[config.mk]
export PLATFORM = sky130hd
export DESIGN_NAME = oserdes_tx_framer
export DESIGN_NICKNAME = d
export VERILOG_FILES = /design/src/rtl/oserdes_tx_framer.sv
export SDC_FILE = /design/constraint.sdc
export NUM_CORES = 1
export LEC_CHECK = 0
export BUFFER_PORTS_ARGS = -buffer_cell sky130_fd_sc_hd__clkbuf_2
export CAP_MARGIN = 20
export CORE_MARGIN = 1.5
export CORE_UTILIZATION = 39
export CTS_CLUSTER_SIZE = 20
export DETAILED_ROUTE_END_ITERATION = 8
export PLACE_DENSITY = 0.55
export SETUP_SLACK_MARGIN = 0.02
export SLEW_MARGIN = 15
export SYNTH_ARGS = -nofsm -noshare
export SYNTH_HDL_FRONTEND = slang
export SYNTH_SLANG_ARGS = --single-unit
[constraint.sdc]
create_clock -name clkdiv -period 3.1 [get_ports clkdiv]
set_input_delay 0.465 -clock clkdiv [delete_from_list [all_inputs] [get_ports clkdiv]]
set_output_delay 0.465 -clock clkdiv [all_outputs]
set_load 0.1 [all_outputs]
[src/rtl/oserdes_tx_framer.sv]
// oserdes_tx_framer
//  Transmit framer for a chip-to-chip link. It runs in the clkdiv (word-rate) domain and drives
//  the parallel word into the far-end OSERDESE2. q[7] is the first bit on the wire.
//  Once lock is seen, it sends a burst of TRAIN_PATTERN words so the far-end bitslip aligner
//  can lock. It then streams user words from a small FIFO, and sends IDLE_WORD whenever the
//  FIFO is empty.
//
// Ports
//  clkdiv      word-rate clock
//  rst         asynchronous active-high reset
//  locked_in   MMCM locked (asynchronous, synchronised here)
//  retrain     1-cycle request for a new training burst
//  s_data      user word
//  s_valid     user word valid
//  s_ready     FIFO can accept a word
//  q           registered parallel word to the OSERDES
//  training    high while training words are on q
//  link_up     high while the framer streams user or idle words
//  fifo_level  number of words held in the FIFO
module oserdes_tx_framer #(
    parameter int unsigned TRAIN_WORDS   = 64,
    parameter logic [7:0]  TRAIN_PATTERN = 8'h0A,
    parameter logic [7:0]  IDLE_WORD     = 8'hFF,
    parameter int unsigned FIFO_AW       = 3
) (
    input  logic               clkdiv,
    input  logic               rst,
    input  logic               locked_in,
    input  logic               retrain,
    input  logic [7:0]         s_data,
    input  logic               s_valid,
    output logic               s_ready,
    output logic [7:0]         q,
    output logic               training,
    output logic               link_up,
    output logic [FIFO_AW:0]   fifo_level
);

    localparam int unsigned DEPTH = 2 ** FIFO_AW;
    localparam int unsigned CW    = $clog2(TRAIN_WORDS + 1);

    typedef enum logic [1:0] {StWaitLock, StTrain, StRun} state_e;

    state_e             state_q;
    logic [1:0]         sync_q;
    logic               lock_s;
    logic [CW-1:0]      cnt_q;
    logic [7:0]         mem_q [DEPTH];
    logic [FIFO_AW-1:0] wr_ptr_q;
    logic [FIFO_AW-1:0] rd_ptr_q;
    logic [FIFO_AW:0]   level_q;
    logic               full;
    logic               empty;
    logic               push;
    logic               pop;
    logic               train_done;
    logic               run_next;

    assign lock_s     = sync_q[1];
    assign full       = (level_q == (FIFO_AW + 1)'(DEPTH));
    assign empty      = (level_q == '0);
    assign s_ready    = (state_q != StWaitLock) && !full;
    assign push       = s_valid && s_ready;
    assign fifo_level = level_q;

    // cnt_q holds the number of pattern words already loaded into q in this burst.
    assign train_done = (cnt_q == CW'(TRAIN_WORDS));

    // The next state is RUN: lock held, no retrain, and either already running or the
    // last training word has been sent. Lock loss and retrain both override this.
    assign run_next = lock_s && !retrain &&
                      ((state_q == StRun) || ((state_q == StTrain) && train_done));
    assign pop      = run_next && !empty;

    always_ff @(posedge clkdiv or posedge rst) begin
        if (rst) begin
            sync_q <= 2'b00;
        end else begin
            sync_q <= {sync_q[0], locked_in};
        end
    end

    // FSM; q, training and link_up are registered from the next state.
    always_ff @(posedge clkdiv or posedge rst) begin
        if (rst) begin
            state_q  <= StWaitLock;
            q        <= IDLE_WORD;
            training <= 1'b0;
            link_up  <= 1'b0;
            cnt_q    <= '0;
        end else if (!lock_s) begin
            state_q  <= StWaitLock;
            q        <= IDLE_WORD;
            training <= 1'b0;
            link_up  <= 1'b0;
            cnt_q    <= '0;
        end else if (run_next) begin
            state_q  <= StRun;
            q        <= empty ? IDLE_WORD : mem_q[rd_ptr_q];
            training <= 1'b0;
            link_up  <= 1'b1;
        end else begin
            // Entering TRAIN, continuing it, or restarting it on retrain. The word loaded
            // on entry or restart is word 1 of the new burst.
            state_q  <= StTrain;
            q        <= TRAIN_PATTERN;
            training <= 1'b1;
            link_up  <= 1'b0;
            if ((state_q == StTrain) && !retrain) begin
                cnt_q <= cnt_q + CW'(1);
            end else begin
                cnt_q <= CW'(1);
            end
        end
    end

    always_ff @(posedge clkdiv) begin
        if (push) begin
            mem_q[wr_ptr_q] <= s_data;
        end
    end

    always_ff @(posedge clkdiv or posedge rst) begin
        if (rst) begin
            wr_ptr_q <= '0;
            rd_ptr_q <= '0;
            level_q  <= '0;
        end else if (!lock_s) begin
            wr_ptr_q <= '0;
            rd_ptr_q <= '0;
            level_q  <= '0;
        end else begin
            if (push) begin
                wr_ptr_q <= wr_ptr_q + FIFO_AW'(1);
            end
            if (pop) begin
                rd_ptr_q <= rd_ptr_q + FIFO_AW'(1);
            end
            unique case ({push, pop})
                2'b10:   level_q <= level_q + (FIFO_AW + 1)'(1);
                2'b01:   level_q <= level_q - (FIFO_AW + 1)'(1);
                default: level_q <= level_q;
            endcase
        end
    end

endmodule

==> out/metrics.cfg, run 1 <==
[worst_setup_path]
arrival_ns = 2.89
cp_top_family = simple AND/OR/NAND/NOR gates
crit_chain = inv_1 > ha_1 > nor4b_1 > a21boi_1 > nor3_4 > ha_1 > or2_2 > o21ai_0 > nand3_1 > o311ai_0 > nor3_1
start_kind = register
crit_buf_inv = 1
path_class = reg -> reg
critPathCaptureType = register
cp_common_cell = ha_1
slowest_stage = dfrtp_1
path_max_fanout = 5
slowest_delay_ns = 0.43
cp.required_ns = 3.33

[route]
drc = 0
routed_wl_um = 7530
vias = 2195
ant_nets = 0
dr.first_iter.drc_count = 74
avgViaCountPerCell = 5.15
wl_per_cell_um = 17.7
firstDrtPassIters = 4

[sta]
tightest_slew_ns = 0.963
hold_slack_ns = 0.223
drv_slew = 0
setup_viol = 0
period_share = 0.856
hold_viol = 0
fin_tns_setup_ns = 0
slew_headroom = 0.357
skew_ns = 0.0154
fin_crit_ns = 2.65
rsz0062_at_grt = false
max_freq_ghz = 0.377

[min_path]
hp-class = in -> reg

[clock_tree]
tritoncts = built
cts_inserted_buffers = 9
cts_post_setup_buffers_inserted = 0
hold_buffers = 0
cts.clk_slew.worst_paths_ns = 0.10
htreeDepth = 3
cts.sinks = 93
cts-root-buf = clkbuf_8
cts-resized-gates = 0
worstSkewPairLatency_ns = 0.36
clock_path_buffers = 2

[job]
drv_cap = 0

[synth]
syn_area_um2 = 4020
synth-seq-area-share = 0.661
mappedNetlistNets = 267
yosysWarnings = 0
synth_seq_cells = 93
synth-edff-count = 64
synth.distinct_cells = 53
synthArstFlopShare = 0.312
syn_area_per_cell_um2 = 16.2
synth_flop_cell = edfxtp_1
synthCells = 248

[pwr]
vdd_ir_drop_max_uv = 262
powerDensity_nw_per_um2 = 511
p_leak_uw = 0.00163

[final_layout]
num-fill-cells = 868
nets = 307
drive_gt1_frac = 0.334
ff_latch_area_um2 = 2660
mostFrequentLayoutCells = 64 x edfxtp_1, 27 x clkbuf_2, 19 x dfrtp_1
antennaDiodeCount = 0
multiInputGateArea_um2 = 1300
final_common_cell = edfxtp_1
syn_to_final_growth_pct = 13.6
final_area_um2 = 4560

[floorplanning]
fp.dieW_um = 104
dieHeight_um = 104
initial_utilization = 0.407
placementRows = 36
ioPinCount = 28
coreArea_um2 = 9860
die_area_um2 = 10900

[global_route]
grt_antenna_before_repair = 0
track_usage = 0.149
grt_max_degree = 25
grt.overflow.total = 0
grt_pass1_vias = 2263
grt_pass1_wl_um = 12100

[placed_design]
numPortBuffers = 27
placed_area_um2 = 4370
dp_hpwl_um = 4880
gp_congestion = 0.751

[status]
status = completed

[worst paths after layout]
kind                            from       endpoint  slack, ns  depth (start not counted)
max                         cnt_q[0]  fifo_level[2]       0.45                         11
min                        locked_in      sync_q[0]       0.22                          1
max reg2reg                 cnt_q[0]  fifo_level[2]       0.45                         11
min reg2reg                sync_q[0]      sync_q[1]       0.36                          0
max in group asynchronous        rst           q[6]       2.08                          3
min in group asynchronous        rst       cnt_q[5]       0.29                          2
[synth_stat cells, drive strengths merged (2+ instances only)]
cell type | instances | share of area
edfxtp | 64 | 0.48
dfrtp | 21 | 0.13
mux4 | 16 | 0.090
nand2 | 15 | 0.015
mux2i | 11 | 0.027
o21ai | 9 | 0.012
a21oi | 8 | 0.010
dfstp | 8 | 0.052
buf | 7 | 0.012
ha | 6 | 0.019
nor2 | 6 | 0.0056
and2 | 5 | 0.0084
inv | 5 | 0.0047
nor2b | 5 | 0.0078
xnor2 | 5 | 0.011
nand3 | 4 | 0.0050
nor3 | 4 | 0.0078
a21boi | 3 | 0.0056
and3 | 3 | 0.0047
clkbuf | 3 | 0.0028
nor4 | 3 | 0.0062
nor4b | 3 | 0.0065
o21a | 3 | 0.0056
xor2 | 3 | 0.0065
a22o | 2 | 0.0044
a2bb2oi | 2 | 0.0075
a31oi | 2 | 0.0031
nand2b | 2 | 0.0031
nor3b | 2 | 0.0037
o31ai | 2 | 0.0037
or2 | 2 | 0.0031
or4b | 2 | 0.0069
[per-layer routing]
layer / share of wire / global-route usage / vias to the layer above / wire length, um
li1: - / - / 1046 / -
met1: 0.45 / 0.191 / 1100 / 3400
met2: 0.49 / 0.249 / 47 / 3690
met3: 0.052 / 0.0401 / 2 / 391
met4: 0.0060 / 0.0446 / 0 / 45
met5: 0 / 0 / - / 0
[registers in the layout (all words and copies together) (netlist names)]
register    cells
cnt_q           7
fifo_level      4
link_up         1
mem_q          64
q               8
rd_ptr_q        3
state_q         1
sync_q          2
wr_ptr_q        3
[final cells by class]
class,count,area share
Multi-Input combinational cell,140,0.285
Inverter,5,0.00411
Timing Repair Buffer,39,0.0494
Clock inverter,7,0.0151
Sequential cell,93,0.583
Clock buffer,9,0.0271
Tap cell,133,0.0365
[report_power, final]
part,internal (uW),switching (uW)
sequential,1350,15.3
combinational,45.7,130
clock,320,465
[metrics by stage]
step | cells | power, uW | utilization | setup slack [ns]
after floorplan | 248 | 1520 | - | 0.0771
after global placement | 410 | 1570 | 0.443 | 0.510
after detailed placement | 410 | 1580 | 0.443 | 0.442
after CTS | 426 | 2370 | 0.463 | 0.432
after global routing | 426 | 2430 | 0.463 | 0.122
final | 426 | 2330 | 0.463 | 0.445
[cell families (layout without fill, tap and decap cells)]
family	count (synthesis)	in the layout	synth area share
flip-flops	93	93	0.661
AND/OR/NAND/NOR	61	61	0.0950
AO/OA/AOI/OAI	38	38	0.0707
multiplexers	27	27	0.117
buffers and inverters	15	60	0.0196
XOR/XNOR	8	8	0.0174
adder cells (fa/ha/maj)	6	6	0.0187
(Power assumes the default switching activity.)
==> run 2: changes to the inputs <==
- MAX_ROUTING_LAYER: default -> met4
==> run 2 against run 1 <==
Against the previous run: critical path depth unchanged; non-clock buffer count is the same; maximum frequency about the same; wire length increased by 0.28%; via count is essentially flat; cell count did not move; clock-buffer cell count is the same; clock skew about the same; cell area unchanged; critical path type unchanged; critical endpoint unchanged.
==> out/metrics.cfg, run 2 (synthesized netlist as in run 1, its figures left out) <==
[worst_setup_path]
start_kind = register  ; unchanged
path_class = reg -> reg  ; unchanged
regToRegSetupSlack_ns = 0.45  ; about the same
slowest_delay_ns = 0.43  ; about the same
slowest_stage = dfrtp_1  ; unchanged
critPathCaptureType = register  ; unchanged
cp_common_cell = ha_1  ; unchanged
r2r_cells = 11  ; unchanged
path_max_fanout = 5  ; unchanged
arrival_ns = 2.89  ; about the same
crit_chain = inv_1 > ha_1 > nor4b_1 > a21boi_1 > nor3_4 > ha_1 > or2_2 > o21ai_0 > nand3_1 > o311ai_0 > nor3_1  ; unchanged
cp.required_ns = 3.33  ; about the same

[final_layout]
largest_register = mem_q  ; unchanged
final_common_cell = edfxtp_1  ; unchanged
mostFrequentLayoutCells = 64 x edfxtp_1, 27 x clkbuf_2, 19 x dfrtp_1  ; unchanged
antennaDiodeCount = 0  ; unchanged
largest_reg_flops = 64  ; unchanged
final_area_um2 = 4560  ; unchanged
drive_gt1_frac = 0.334  ; unchanged
largestRegisters = mem_q x64, q x8, cnt_q x7  ; unchanged
nets = 307  ; unchanged
syn_to_final_growth_pct = 13.6  ; unchanged
num-fill-cells = 868  ; unchanged

[route]
routed_wl_um = 7560  ; was 7530 um
wl_per_cell_um = 17.7  ; about the same
avgViaCountPerCell = 5.15  ; about the same
dr.first_iter.drc_count = 63  ; was 74
firstDrtPassIters = 4  ; unchanged
dr_wl_met3_um = 229  ; was 391 um
wl_met2_um = 3680  ; was 3690 um
m1WireLength_um = 3590  ; was 3400 um
vias = 2196  ; was 2195
drc = 0  ; unchanged
ant_nets = 0  ; unchanged
top_layer = met4  ; unchanged

[clock_tree]
cts_post_setup_buffers_inserted = 0  ; unchanged
hold_buffers = 0  ; unchanged
worstSkewPairLatency_ns = 0.36  ; about the same
cts.clk_slew.worst_paths_ns = 0.10  ; about the same
htreeDepth = 3  ; unchanged
cts_inserted_buffers = 9  ; unchanged
cts-resized-gates = 0  ; unchanged
tritoncts = built  ; unchanged
cts.sinks = 93  ; unchanged
clock_path_buffers = 2  ; unchanged
cts-root-buf = clkbuf_8  ; unchanged

[sta]
tightest_slew_ns = 0.973  ; was 0.963 ns
rsz0062_at_grt = false  ; unchanged
drv_slew = 0  ; unchanged
slew_headroom = 0.350  ; was 0.357
skew_ns = 0.0151  ; was 0.0154 ns
fin_tns_setup_ns = 0  ; unchanged
hold_viol = 0  ; unchanged
setup_viol = 0  ; unchanged
period_share = 0.856  ; about the same
max_freq_ghz = 0.377  ; about the same
fin_crit_ns = 2.65  ; about the same

[floorplanning]
initial_utilization = 0.407  ; unchanged
ioPinCount = 28  ; unchanged
fp.dieW_um = 104  ; unchanged
die_area_um2 = 10900  ; unchanged
dieHeight_um = 104  ; unchanged
placementRows = 36  ; unchanged
coreArea_um2 = 9860  ; unchanged

[placed_design]
gp_congestion = 0.761  ; was 0.751
placed_area_um2 = 4370  ; unchanged
numPortBuffers = 27  ; unchanged
dp_hpwl_um = 4880  ; unchanged

[pwr]
vdd_ir_drop_max_uv = 263  ; was 262 uV
clkPwrFrac = 0.338  ; was 0.337
intPower_uw = 1720  ; about the same
p_comb_frac = 0.075  ; about the same
switchingPower_uw = 614  ; was 610 uW
powerDensity_nw_per_um2 = 512  ; was 511 nW/um^2
sequentialPowerShare = 0.587  ; was 0.588
p_leak_uw = 0.00163  ; unchanged
swShare = 0.263  ; was 0.262

[global_route]
grt_antenna_before_repair = 0  ; unchanged
grt_pass1_wl_um = 12200  ; was 12100 um
grt_max_degree = 25  ; unchanged
grt.overflow.total = 0  ; unchanged
track_usage = 0.154  ; was 0.149
grt_pass1_vias = 2251  ; was 2263

[min_path]
hp-class = in -> reg  ; unchanged
whs_path_depth = 1  ; unchanged

[job]
drv_cap = 0  ; unchanged

[status]
status = completed  ; unchanged

-- run 2: cell counts in the layout (fill, tap and decap cells not counted) --
Identical to the previous run, type by type.
-- run 2: cell type report --
class | count | area, um^2 | share of cell area
repair buffers | 39 | 225 | 0.0494
inverters | 5 | 18.8 | 0.00411
well taps | 133 | 166 | 0.0365
flip-flops and latches | 93 | 2660 | 0.583
clock inverters | 7 | 68.8 | 0.0151
clock buffers | 9 | 124 | 0.0271
multi-input cells | 140 | 1300 | 0.285
-- run 2: worst paths after layout --
path,startpoint,endpoint
worst min-delay path,locked_in,sync_q[0]
worst min register to register,sync_q[0],sync_q[1]
worst max-delay path,cnt_q[0],fifo_level[2]
min in group asynchronous,rst,cnt_q[5]
max in group asynchronous,rst,q[6]
worst max register to register,cnt_q[0],fifo_level[2]
-- run 2: through the flow --
step / hold slack [ns] / setup slack, ns / power (uW) / utilization / std cells
2_1_floorplan: 0.331 / 0.0771 / 1520 / - / 248
3_3_place_gp: 0.333 / 0.510 / 1570 / 0.443 / 410
3_5_place_dp: 0.338 / 0.442 / 1580 / 0.443 / 410
4_1_cts: 0.196 / 0.432 / 2370 / 0.463 / 426
5_1_grt: 0.190 / 0.122 / 2440 / 0.463 / 426
6_report: 0.219 / 0.446 / 2330 / 0.463 / 426
-- run 2: layer usage --
layer | up-vias | GRT usage
li1 | 1048 | -
met1 | 1111 | 0.191
met2 | 33 | 0.249
met3 | 4 | 0.0401
met4 | 0 | 0.0476
met5 | - | -
-- run 2: worst max-delay path: cells and delay by family (launching register included) --
family	cells	cell delay, ns
buffers and inverters	1	0.07
flip-flops	1	0.43
AO/OA/AOI/OAI	3	0.50
AND/OR/NAND/NOR	5	1.08
adder cells (fa/ha/maj)	2	0.47
-- run 2: power groups by stage --
stage          combinational, uW  clock, uW  sequential, uW
2_1_floorplan               69.3          0            1460
3_3_place_gp                 178          0            1400
3_5_place_dp                 179          0            1400
4_1_cts                      179        821            1370
5_1_grt                      190        872            1370
6_report                     176        788            1370
